`src/rtl/rally_ctrl.sv`:
```
// Rally/match sequencer: serve hold, touch counting, point award, winner.
// Optional SIDE_OUT_EN macro selects side-out scoring (default: rally scoring).
module rally_ctrl #(
  parameter logic [11:0] NET_X        = 12'd512,
  parameter int          MAX_TOUCH    = 3,
  parameter int          WIN_SCORE    = 15,
  parameter int          SERVE_FRAMES = 60,
  parameter int          POINT_FRAMES = 90
) (
  input  logic        clk,
  input  logic        rst,
  input  logic        frame_tick,
  input  logic        start,
  input  logic        gnd_col,
  input  logic        pl1_col,
  input  logic        pl2_col,
  input  logic [11:0] ball_posx,
  output logic        ball_hold,
  output logic        serve_pl2,
  output logic [4:0]  score1,
  output logic [4:0]  score2,
  output logic [1:0]  touch_cnt,
  output logic        ovr_touch,
  output logic [1:0]  winner,
  output logic        busy
);

  localparam logic [7:0] SERVE_LAST = 8'(SERVE_FRAMES - 1);
  localparam logic [7:0] POINT_LAST = 8'(POINT_FRAMES - 1);
  localparam logic [1:0] TOUCH_MAX  = 2'(MAX_TOUCH);
  localparam logic [4:0] WIN        = 5'(WIN_SCORE);

  typedef enum logic [2:0] {S_IDLE, S_SERVE, S_PLAY, S_POINT, S_OVER} state_t;

  state_t      state_q, state_d;
  logic [7:0]  fcnt_q, fcnt_d;
  logic        hold_q, hold_d;
  logic        srv_q, srv_d;
  logic [4:0]  s1_q, s1_d;
  logic [4:0]  s2_q, s2_d;
  logic [1:0]  tcnt_q, tcnt_d;
  logic        owner_q, owner_d;
  logic        ovr_q, ovr_d;
  logic [1:0]  win_q, win_d;
  logic        busy_q, busy_d;
  logic        gnd_prev_q, pl1_prev_q, pl2_prev_q;

  logic gnd_rise, pl1_rise, pl2_rise;
  logic award, to_p2, score_inc;

  assign gnd_rise = gnd_col & ~gnd_prev_q;
  assign pl1_rise = pl1_col & ~pl1_prev_q;
  assign pl2_rise = pl2_col & ~pl2_prev_q;

  always_comb begin
    state_d   = state_q;
    fcnt_d    = fcnt_q;
    hold_d    = hold_q;
    srv_d     = srv_q;
    s1_d      = s1_q;
    s2_d      = s2_q;
    tcnt_d    = tcnt_q;
    owner_d   = owner_q;
    ovr_d     = 1'b0;
    win_d     = win_q;
    busy_d    = busy_q;
    award     = 1'b0;
    to_p2     = 1'b0;
    score_inc = 1'b1;
    case (state_q)
      S_IDLE, S_OVER: begin
        if (start) begin
          state_d = S_SERVE;
          fcnt_d  = 8'd0;
          hold_d  = 1'b1;
          busy_d  = 1'b1;
          srv_d   = 1'b0;
          s1_d    = 5'd0;
          s2_d    = 5'd0;
          win_d   = 2'b00;
          tcnt_d  = 2'd0;
        end
      end
      S_SERVE: begin
        if (frame_tick) begin
          if (fcnt_q == SERVE_LAST) begin
            state_d = S_PLAY;
            fcnt_d  = 8'd0;
            hold_d  = 1'b0;
            tcnt_d  = 2'd0;
            owner_d = 1'b0;
          end else begin
            fcnt_d = fcnt_q + 8'd1;
          end
        end
      end
      S_PLAY: begin
        // A ground hit pre-empts any touch (and any fault) in the same cycle.
        if (gnd_rise) begin
          award = 1'b1;
          to_p2 = (ball_posx < NET_X);
        end else if (pl1_rise ^ pl2_rise) begin
          if (pl2_rise == owner_q) begin
            if (tcnt_q == TOUCH_MAX) begin
              ovr_d = 1'b1;
              award = 1'b1;
              to_p2 = ~pl2_rise;
            end else begin
              tcnt_d = tcnt_q + 2'd1;
            end
          end else begin
            owner_d = pl2_rise;
            tcnt_d  = 2'd1;
          end
        end
`ifdef SIDE_OUT_EN
        score_inc = (to_p2 == srv_q);
`endif
        if (award) begin
          state_d = S_POINT;
          fcnt_d  = 8'd0;
          hold_d  = 1'b1;
          srv_d   = to_p2;
          if (score_inc) begin
            if (to_p2) s2_d = (s2_q == 5'd31) ? s2_q : s2_q + 5'd1;
            else       s1_d = (s1_q == 5'd31) ? s1_q : s1_q + 5'd1;
          end
        end
      end
      S_POINT: begin
        if (frame_tick) begin
          if (fcnt_q == POINT_LAST) begin
            fcnt_d = 8'd0;
            if (s1_q >= WIN || s2_q >= WIN) begin
              state_d = S_OVER;
              busy_d  = 1'b0;
              win_d   = (s1_q >= WIN) ? 2'b01 : 2'b10;
            end else begin
              state_d = S_SERVE;
              tcnt_d  = 2'd0;
            end
          end else begin
            fcnt_d = fcnt_q + 8'd1;
          end
        end
      end
      default: state_d = S_IDLE;
    endcase
  end

  always_ff @(posedge clk or negedge rst) begin
    if (!rst) begin
      state_q    <= S_IDLE;
      fcnt_q     <= 8'd0;
      hold_q     <= 1'b1;
      srv_q      <= 1'b0;
      s1_q       <= 5'd0;
      s2_q       <= 5'd0;
      tcnt_q     <= 2'd0;
      owner_q    <= 1'b0;
      ovr_q      <= 1'b0;
      win_q      <= 2'b00;
      busy_q     <= 1'b0;
      gnd_prev_q <= 1'b0;
      pl1_prev_q <= 1'b0;
      pl2_prev_q <= 1'b0;
    end else begin
      state_q    <= state_d;
      fcnt_q     <= fcnt_d;
      hold_q     <= hold_d;
      srv_q      <= srv_d;
      s1_q       <= s1_d;
      s2_q       <= s2_d;
      tcnt_q     <= tcnt_d;
      owner_q    <= owner_d;
      ovr_q      <= ovr_d;
      win_q      <= win_d;
      busy_q     <= busy_d;
      gnd_prev_q <= gnd_col;
      pl1_prev_q <= pl1_col;
      pl2_prev_q <= pl2_col;
    end
  end

  assign ball_hold = hold_q;
  assign serve_pl2 = srv_q;
  assign score1    = s1_q;
  assign score2    = s2_q;
  assign touch_cnt = tcnt_q;
  assign ovr_touch = ovr_q;
  assign winner    = win_q;
  assign busy      = busy_q;

endmodule

```
`config.mk`:
```
export PLATFORM = sky130hd
export DESIGN_NAME = rally_ctrl
export DESIGN_NICKNAME = d
export VERILOG_FILES = /design/src/rtl/rally_ctrl.sv
export SDC_FILE = /design/constraint.sdc
export NUM_CORES = 1
export LEC_CHECK = 0
export ABC_CLOCK_PERIOD_IN_PS = 7000
export BUFFER_PORTS_ARGS = -buffer_cell sky130_fd_sc_hd__buf_2
export CELL_PAD_IN_SITES_DETAIL_PLACEMENT = 1
export CELL_PAD_IN_SITES_GLOBAL_PLACEMENT = 1
export CORE_MARGIN = 2
export CORE_UTILIZATION = 30
export CTS_BUF_LIST = sky130_fd_sc_hd__clkbuf_8
export CTS_CLUSTER_SIZE = 20
export DETAILED_ROUTE_END_ITERATION = 10
export PLACE_DENSITY_LB_ADDON = 0.1
export SKIP_CTS_REPAIR_TIMING = 1
export SLEW_MARGIN = 20
export SYNTH_ARGS = -nofsm -noshare
export SYNTH_HDL_FRONTEND = slang
export SYNTH_SLANG_ARGS = --single-unit
```
`constraint.sdc`:
```
create_clock -name clk -period 7 [get_ports clk]
set_clock_uncertainty 0.1 [all_clocks]
set_input_delay 0.7 -clock clk [delete_from_list [all_inputs] [get_ports clk]]
set_output_delay 0.7 -clock clk [all_outputs]
set_load 0.05 [all_outputs]
```
==> results.sh, run 1 <==
export IMPL_fmax_mhz=355
export IMPL_gr_total_overflow=0
export IMPL_rr_startpoint="score1[0]"
export IMPL_hold_viol=0
export IMPL_path_class="reg -> reg"
export IMPL_reg2reg_to="touch_cnt[0]"
export IMPL_clk_root_buffer_cell="clkbuf_8"
export IMPL_tns_ns=0
export IMPL_cts_tree="done"
export IMPL_stdcell_count=305
export IMPL_io_buffers=27
export IMPL_vias=1617
export IMPL_dr_wl_met3_microns=157
export IMPL_avgSynthCellArea_sq_um=9.89
export IMPL_synthArstFlopShare=1.00
export IMPL_dieArea_sq_mm=0.00722
export IMPL_clock_sinks=33
export IMPL_cts_htree_levels=2
export IMPL_wl_met2_microns=2270
export IMPL_drv_slew=0
export IMPL_post_route_drc_count=0
export IMPL_worstMarginPinSlew_ns=0.773
export IMPL_cap_viol_max_count=0
export IMPL_start_kind="flop"
export IMPL_timing_hold_worst_path_depth=2
export IMPL_dp_cells=299
export IMPL_start_util=0.310
export IMPL_dieHeight_microns=85.0
export IMPL_rsz0062_at_grt="no"
export IMPL_synth_area_top_cells="dfrtp_1 (41%), ha_1 (5.7%), o21ai_0 (4.3%)"
export IMPL_crit_fanout=5
export IMPL_netlist_area_sq_mm=0.00197
export IMPL_cellLeakagePower_nw=1.04
export IMPL_cts_buffer_depth=2
export IMPL_min_path_type="reg -> reg"
export IMPL_r2r_slack_ns=4.19
export IMPL_drtIter0Drc=44
export IMPL_p_per_area_mw_per_mm2=266
export IMPL_clock_latency_ns=0.29
export IMPL_cts_buffers=5
export IMPL_worst_r2r_cell_count=9
export IMPL_final_nets=257
export IMPL_grt_pass1_wl_microns=8470
export IMPL_synth_edf_count=0
export IMPL_dp_hpwl_microns=3550
export IMPL_yosysUniqueCellTypes=55
export IMPL_synth_seq_area_share=0.420
export IMPL_cp_end_kind="flop"
export IMPL_ant_nets=0
export IMPL_die_w_microns=85.0
export IMPL_finalSetupViolCount=0
export IMPL_ios=37
export IMPL_finalPower_mw=0.595
export IMPL_rows=29
export IMPL_min_delay_start="ball_hold"
export IMPL_wl_met1_microns=2450
export IMPL_vias_per_cell=5.30
export IMPL_period_needed_ns=2.81
export IMPL_synth_cells=199
export IMPL_syn_nets=227
export IMPL_period_share=0.402
export IMPL_min_to="ball_hold"
export IMPL_slew_headroom=0.485
export IMPL_yosys_area_top_type_share=0.407
export IMPL_grt_max_degree=34
export IMPL_layout_drive_gt1_share=0.263
export IMPL_postPlaceCellArea_sq_mm=0.00215
export IMPL_synth_area_leader_cell="dfrtp_1"
export IMPL_synth_ff_type="dfrtp_1"
export IMPL_post_drt_wl_per_cell_microns=16.1
export IMPL_drt_total_wl_microns=4900
export IMPL_gr_usage_all_layers=0.148
export IMPL_n_fill_cell=741
export IMPL_drt_pass1_iterations=4
export IMPL_n_antenna_cell=0
export IMPL_antenna_found_initial=0
export IMPL_synth_seq_cells=33
export IMPL_area_delta_synth_final_pct=13.7
export IMPL_grt_pass1_vias=1656
export IMPL_core_sq_mm=0.00635
export IMPL_gp_congestion=0.742
export IMPL_final_area_sq_mm=0.00224
export IMPL_highest_layer="met4"
export IMPL_critPathLaunch="score1[0]"
export IMPL_status="finished, final reports clean"
export IMPL_ys_warn_count=0
export IMPL_ir_drop_mv=0.136
export IMPL_cts_clk_slew_worst_paths_ns=0.08
export IMPL_arrival_ns=2.89
export IMPL_cp_data_required_time_ns=7.07
-- state kept, by name (all words and copies together), names as in the netlist --
| signal | cells |
|---|---|
| ovr_touch | 1 |
| score1 | 5 |
| winner | 2 |
| pl2_prev_q | 1 |
| fcnt_q | 8 |
| owner_q | 1 |
| state_q | 3 |
| score2 | 5 |
| gnd_prev_q | 1 |
| touch_cnt | 2 |
| ball_hold | 1 |
| serve_pl2 | 1 |
| pl1_prev_q | 1 |
| busy | 1 |
-- synthesized netlist by cell type, types with 3 or more instances --
| master | count |
|---|---|
| nor2_1 | 13 |
| dfrtp_1 | 32 |
| nor3_1 | 4 |
| nand4_1 | 6 |
| inv_1 | 7 |
| o31ai_1 | 6 |
| a21oi_1 | 9 |
| ha_1 | 9 |
| nand2b_1 | 5 |
| nand2_1 | 18 |
| o21bai_1 | 3 |
| or3_1 | 3 |
| o21ai_0 | 17 |
| clkbuf_8 | 3 |
| and3_1 | 5 |
| nand3_1 | 9 |
| or2_2 | 3 |
-- metrics by stage --
step	hold slack (ns)	util	setup WS (ns)
2_1_floorplan	0.304	-	4.18
3_3_place_gp	0.356	0.339	4.11
5_1_grt	0.397	0.353	3.99
4_1_cts	0.368	0.351	4.14
6_report	0.363	0.353	4.19
3_5_place_dp	0.357	0.339	4.10
-- worst max path at each step --
stage                         endpoint  slack, ns  cells past startpoint
after floorplan           touch_cnt[0]       4.18                      9
after global placement       fcnt_q[2]       4.11                      6
after detailed placement     fcnt_q[5]       4.10                      6
after CTS                 touch_cnt[0]       4.14                      9
after global routing      touch_cnt[0]       3.99                      9
final                     touch_cnt[0]       4.19                      9
-- metal layers --
| layer | vias to the layer above | GRT usage |
|---|---|---|
| met5 | - | 0 |
| met4 | 0 | 0.0346 |
| met3 | 4 | 0.0350 |
| met2 | 24 | 0.230 |
| met1 | 787 | 0.209 |
| li1 | 802 | - |
-- cell families after synthesis --
logic type                 after synthesis  share of synthesized area
muxes                                    5                     0.0318
adders and majority gates                9                     0.0572
AOI/OAI and AO/OA                       52                      0.185
DFF                                     33                      0.420
and+or+nand+nor                         87                      0.260
xor gates and xnor gates                 2                    0.00890
buffers and inverters                   11                     0.0369
-- where the power goes --
part	internal, mW	switching, mW	total, mW	leakage, nW
logic	0.0595	0.124	0.184	0.588
clock network	0.0655	0.0743	0.140	0.0399
registers	0.225	0.0464	0.271	0.415
-- area by class of cell --
cell class | count | area [sq um] | area share
clock inverters | 1 | 5.00 | 0.00224
repair buffers | 27 | 135 | 0.0604
well taps | 77 | 96.3 | 0.0430
flip-flops and latches | 33 | 827 | 0.369
inverters | 7 | 26.3 | 0.0117
multi-input cells | 155 | 1080 | 0.482
clock buffers | 5 | 68.8 | 0.0307
-- critical path: stages, from the launching register on --
cell and delay (ns):
dfrtp_1 0.44, ha_1 0.24, and3_1 0.18, ha_1 0.18
nor2_1 0.08, nand2_1 0.12, nor4_2 0.43, nor2_2 0.09
or4_4 0.53, mux2_4 0.31
-- layout by cell type (no fill, tap or decap), drive strengths merged, types with 4 or more instances in the layout --
cell and instances:
dfrtp 32, buf 27, nand2 18, o21ai 17, nor2 15, a21oi 10, nand3 9, ha 9
inv 7, o31ai 7, nand4 6, and3 6, nand2b 6, clkbuf 5, nor3 5, nor4 4
mux2 4
(Power assumes the default switching activity.)
==> inputs of run 2 (changes only) <==
Settings changed: ABC_AREA set to 1, ABC_CLOCK_PERIOD_IN_PS 7000 to 2420.
Clock period 7 ns to 2.42 ns, I/O delays scaled along.
==> results.sh, run 2 <==
export IMPL_dp_hpwl_microns=4120
export IMPL_rr_startpoint="score1[0]"
export IMPL_post_route_drc_count=0
export IMPL_vias=1944
export IMPL_synth_area_leader_cell="dfrtp_1"
export IMPL_synth_edf_count=0
export IMPL_arrival_ns=2.09
export IMPL_synth_area_top_cells="dfrtp_1 (39%), nand2_1 (18%), nand3_1 (6.8%)"
export IMPL_yosys_area_top_type_share=0.387
export IMPL_gr_usage_all_layers=0.159
export IMPL_rows=30
export IMPL_antenna_found_initial=0
export IMPL_crit_top_cell="nand2_1"
export IMPL_period_share=0.830
export IMPL_clock_latency_ns=0.29
export IMPL_crit_slowest_cell="dfrtp_1"
export IMPL_start_util=0.308
export IMPL_critPathLaunch="score1[0]"
export IMPL_cp_data_required_time_ns=2.50
export IMPL_cp_end_kind="flop"
export IMPL_ir_drop_mv=0.345
export IMPL_avgSynthCellArea_sq_um=7.09
export IMPL_crit_buf_inv=0
export IMPL_final_core_util=0.360
export IMPL_synthArstFlopShare=1.00
export IMPL_p_sw_frac=0.504
export IMPL_grt_pass1_wl_microns=9380
export IMPL_synth_ff_type="dfrtp_1"
export IMPL_clk_root_buffer_cell="clkbuf_8"
export IMPL_io_buffers=27
export IMPL_yosysUniqueCellTypes=28
export IMPL_drt_pass1_iterations=4
export IMPL_synth_seq_cells=33
export IMPL_vias_per_cell=4.74
export IMPL_gr_total_overflow=0
export IMPL_p_per_area_mw_per_mm2=991
export IMPL_post_drt_wl_per_cell_microns=13.3
export IMPL_syn_nets=320
export IMPL_cap_viol_max_count=0
export IMPL_synth_seq_area_share=0.399
export IMPL_grt_max_degree=34
export IMPL_netlist_area_sq_mm=0.00207
export IMPL_layout_drive_gt1_share=0.152
export IMPL_crit_fanout=6
export IMPL_cts_buffer_depth=2
export IMPL_tns_ns=0
export IMPL_largest_register="fcnt_q"
export IMPL_min_path_type="in -> async"
export IMPL_n_antenna_cell=0
export IMPL_ios=37
export IMPL_dp_cells=400
export IMPL_clock_sinks=33
export IMPL_core_sq_mm=0.00672
export IMPL_dieArea_sq_mm=0.00758
export IMPL_drtIter0Drc=47
export IMPL_finalSetupViolCount=0
export IMPL_cts_buffers=5
export IMPL_dieHeight_microns=87.1
export IMPL_worst_r2r_cell_count=12
export IMPL_stdcell_count=410
export IMPL_synth_most_common_cell="nand2_1"
export IMPL_cts_tree="done"
export IMPL_final_nets=357
export IMPL_largest_register_ff_count=8
export IMPL_violations="hold timing"
export IMPL_worstMarginPinSlew_ns=0.789
export IMPL_worstPathCellList="ha_1, nand2_1, nor2_1, ha_1, nor2_1, nand2_1, nand2_1, nand2_1, nor2_1, nand2_1, nand2_1, nand2_1"
export IMPL_cts_clk_slew_worst_paths_ns=0.07
export IMPL_p_int_mw=1.19
export IMPL_ant_nets=0
export IMPL_die_w_microns=87.1
export IMPL_fmax_mhz=498
export IMPL_area_delta_synth_final_pct=16.7
export IMPL_holdWs_ns=-0.0704
export IMPL_gp_congestion=0.779
export IMPL_yosys_top_cells_count="nand2_1 (102), inv_1 (34), nor2_1 (33)"
export IMPL_ys_warn_count=0
export IMPL_drt_total_wl_microns=5440
export IMPL_period_needed_ns=2.01
export IMPL_switching_power_mw=1.21
export IMPL_start_kind="flop"
export IMPL_r2r_slack_ns=0.41
export IMPL_rsz0062_at_grt="no"
export IMPL_path_class="reg -> reg"
export IMPL_cellLeakagePower_nw=1.34
export IMPL_synth_cells=292
export IMPL_cp_top_family="simple AND/OR/NAND/NOR gates"
export IMPL_drv_slew=0
export IMPL_layout_commonest_cell="nand2_1"
export IMPL_power_frac_clock=0.171
export IMPL_cts_htree_levels=2
export IMPL_grt_pass1_vias=2010
export IMPL_reg2reg_to="touch_cnt[1]"
export IMPL_status="finished with violations"
export IMPL_worst_path_largest_cell_delay_ns=0.45
export IMPL_slew_headroom=0.474
export IMPL_seq_power_share=0.321
export IMPL_pwr_share_comb=0.508
export IMPL_layout_common_cells="nand2_1 (102), inv_1 (35), nor2_1 (33), dfrtp_1 (32), nand3_1 (28)"
export IMPL_hold_viol=33
## run 2: cell count changes in the layout (fill, tap and decap cells not counted), moves of 6 or more
| cell | previous run | this run |
|---|---|---|
| nor2_1 | 13 | 33 |
| nand3_1 | 9 | 28 |
| inv_1 | 7 | 35 |
| nand2_1 | 18 | 102 |
| o21ai_0 | 17 | 9 |
| o31ai_1 | 6 | 0 |
## run 2: worst max-delay path by stage
stage,cells after the start,endpoint
floorplan,12,touch_cnt[0]
detailed placement,12,touch_cnt[1]
global placement,12,touch_cnt[0]
global route,12,touch_cnt[1]
finish,12,touch_cnt[1]
CTS,12,touch_cnt[1]
## run 2: metrics by stage
stage               total power, mW  hold WS [ns]  setup WS (ns)  cell area [sq um]
floorplan                      1.67        -0.154          0.411               2070
global placement               2.00         0.267          0.456               2310
detailed placement             2.01         0.274          0.390               2310
CTS                            2.44       -0.0389          0.381               2400
global route                   2.60       0.00199          0.154               2420
finish                         2.39       -0.0704          0.411               2420
## run 2: logic make-up after synthesis
group / share of synthesized area
buffers and inverters: 0.0773
adders and majority gates: 0.0544
DFF: 0.399
and+or+nand+nor: 0.392
AOI/OAI and AO/OA: 0.0562
xor gates and xnor gates: 0.0211
## run 2: metal layers
metal / routed length [microns] / global-route usage
met1: 2570 / 0.192
met2: 2650 / 0.282
met3: 157 / 0.0322
met4: 65 / 0.0511
met5: 0 / 0
## run 2: cell type report
class,instances,area [sq um]
clock buffer,5,68.8
clock inverter,3,13.8
fill,880,4300
inverter,38,145
multi-input combinational,219,1080
sequential,33,827
tap,80,100
timing repair buffer,32,178
## run 2: power groups by stage
| stage | Clock, mW | Combinational (mW) | Sequential (mW) |
|---|---|---|---|
| floorplan | 0 | 0.698 | 0.972 |
| global placement | 0 | 1.23 | 0.777 |
| detailed placement | 0 | 1.24 | 0.779 |
| CTS | 0.431 | 1.24 | 0.770 |
| global route | 0.446 | 1.37 | 0.788 |
| finish | 0.409 | 1.22 | 0.768 |
==> inputs of run 3 (changes only) <==
Settings changed: ABC_CLOCK_PERIOD_IN_PS 2420 to 1800.
Clock period 2.42 ns to 1.8 ns, I/O delays scaled along.
==> results.sh, run 3 (synthesized netlist as in run 2, its figures left out) <==
export IMPL_rr_startpoint="score2[1]"
export IMPL_switching_power_mw=1.73
export IMPL_timing_hold_worst_path_depth=5
export IMPL_n_antenna_cell=0
export IMPL_grt_pass1_wl_microns=9670
export IMPL_cap_viol_max_count=0
export IMPL_power_frac_clock=0.177
export IMPL_start_util=0.308
export IMPL_worstPathCellList="ha_4, nand2_2, nor2_2, ha_2, nor2_2, o21ai_2, nand2_1, nand2_2, nor2_4, nand2_2, nand2_2, nand2_1"
export IMPL_ios=37
export IMPL_path_class="reg -> reg"
export IMPL_gr_total_overflow=0
export IMPL_postPlaceCellArea_sq_mm=0.00250
export IMPL_clock_latency_ns=0.29
export IMPL_dp_hpwl_microns=4250
export IMPL_cts_buffers=5
export IMPL_holdWs_ns=0.177
export IMPL_place_ws_ns=0.0129
export IMPL_vias=2056
export IMPL_grt_pass1_vias=2093
export IMPL_crit_fanout=4
export IMPL_ant_nets=0
export IMPL_drtIter0Drc=64
export IMPL_crit_top_cell="nand2_2"
export IMPL_finalSetupViolCount=0
export IMPL_io_buffers=27
export IMPL_cts_tree="done"
export IMPL_post_drt_wl_per_cell_microns=13.4
export IMPL_cellLeakagePower_nw=1.44
export IMPL_arrival_ns=1.85
export IMPL_cts_buffer_depth=2
export IMPL_layout_commonest_cell="nand2_1"
export IMPL_dieArea_sq_mm=0.00758
export IMPL_p_per_area_mw_per_mm2=1320
export IMPL_min_delay_start="pl2_col"
export IMPL_seq_power_share=0.288
export IMPL_hold_viol=0
export IMPL_setup_ws_ns=0.0362
export IMPL_vias_per_cell=4.77
export IMPL_layout_common_cells="nand2_1 (90), inv_1 (34), nor2_1 (27), buf_2 (27), dfrtp_1 (26)"
export IMPL_finalPower_mw=3.61
export IMPL_fmax_mhz=567
export IMPL_worstMarginPinSlew_ns=0.355
export IMPL_p_int_mw=1.88
export IMPL_post_route_drc_count=0
export IMPL_dp_cells=416
export IMPL_crit_slowest_cell="dfrtp_2"
export IMPL_drt_pass1_iterations=4
export IMPL_cp_end_kind="flop"
export IMPL_cts_htree_levels=2
export IMPL_slew_headroom=0.762
export IMPL_period_needed_ns=1.76
export IMPL_p_sw_frac=0.480
export IMPL_period_share=0.980
export IMPL_worst_path_largest_cell_delay_ns=0.45
export IMPL_final_area_sq_mm=0.00272
export IMPL_largest_register_ff_count=8
export IMPL_start_kind="flop"
export IMPL_drt_total_wl_microns=5770
export IMPL_layout_drive_gt1_share=0.293
export IMPL_status="finished, final reports clean"
export IMPL_r2r_slack_ns=0.04
export IMPL_area_delta_synth_final_pct=31.5
export IMPL_rsz0062_at_grt="yes"
export IMPL_gp_congestion=0.771
export IMPL_reg2reg_to="touch_cnt[0]"
export IMPL_largest_register="fcnt_q"
export IMPL_die_w_microns=87.1
export IMPL_ir_drop_mv=0.520
export IMPL_min_to="owner_q"
export IMPL_stdcell_count=431
export IMPL_clock_sinks=33
export IMPL_pwr_share_comb=0.534
export IMPL_cp_data_required_time_ns=1.89
export IMPL_cts_clk_slew_worst_paths_ns=0.07
export IMPL_worst_r2r_cell_count=12
export IMPL_core_sq_mm=0.00672
export IMPL_final_nets=378
export IMPL_rows=30
export IMPL_final_core_util=0.405
export IMPL_grt_max_degree=34
export IMPL_min_path_type="in -> reg"
export IMPL_n_fill_cell=872
export IMPL_antenna_found_initial=0
export IMPL_crit_buf_inv=0
export IMPL_dieHeight_microns=87.1
export IMPL_tns_ns=0
export IMPL_cp_top_family="simple AND/OR/NAND/NOR gates"
export IMPL_drv_slew=0
export IMPL_clk_root_buffer_cell="clkbuf_8"
export IMPL_gr_usage_all_layers=0.163
-- run 3: worst max path at each step --
stage / depth (start not counted) / endpoint / startpoint
2_1_floorplan: 11 / busy / score2[0]
3_3_place_gp: 12 / touch_cnt[0] / score1[0]
3_5_place_dp: 12 / touch_cnt[0] / score1[0]
4_1_cts: 12 / touch_cnt[0] / score2[1]
5_1_grt: 12 / touch_cnt[0] / score2[1]
6_report: 12 / touch_cnt[0] / score2[1]
-- run 3: final cells by class --
cell class	instances	area, sq um	share of cell area
clock buffers	7	96.3	0.0354
clock inverters	1	5.00	0.00184
inverters	38	145	0.0533
multi-input cells	219	1190	0.437
flip-flops and latches	33	835	0.306
well taps	80	100	0.0367
repair buffers	53	353	0.130
-- run 3: routing by layer --
| metal | GRT usage | wire length [microns] | up-vias |
|---|---|---|---|
| met1 | 0.208 | 2590 | 988 |
| li1 | - | - | 1044 |
| met4 | 0.0426 | 57 | 0 |
| met5 | 0 | 0 | - |
| met3 | 0.0294 | 123 | 5 |
| met2 | 0.283 | 2990 | 19 |
-- run 3: worst reg2reg max path: stages (launching register included) --
cell	delay, ns
dfrtp_2	0.45
ha_4	0.17
nand2_2	0.07
nor2_2	0.04
ha_2	0.16
nor2_2	0.12
o21ai_2	0.07
nand2_1	0.08
nand2_2	0.07
nor2_4	0.14
nand2_2	0.07
nand2_2	0.06
nand2_1	0.04
-- run 3: power groups by stage --
stage	clock [mW]	combinational (mW)	sequential (mW)
2_1_floorplan	0	0.964	1.32
3_3_place_gp	0	1.83	1.05
3_5_place_dp	0	1.86	1.05
4_1_cts	0.681	1.87	1.04
5_1_grt	0.704	2.16	1.06
6_report	0.640	1.93	1.04
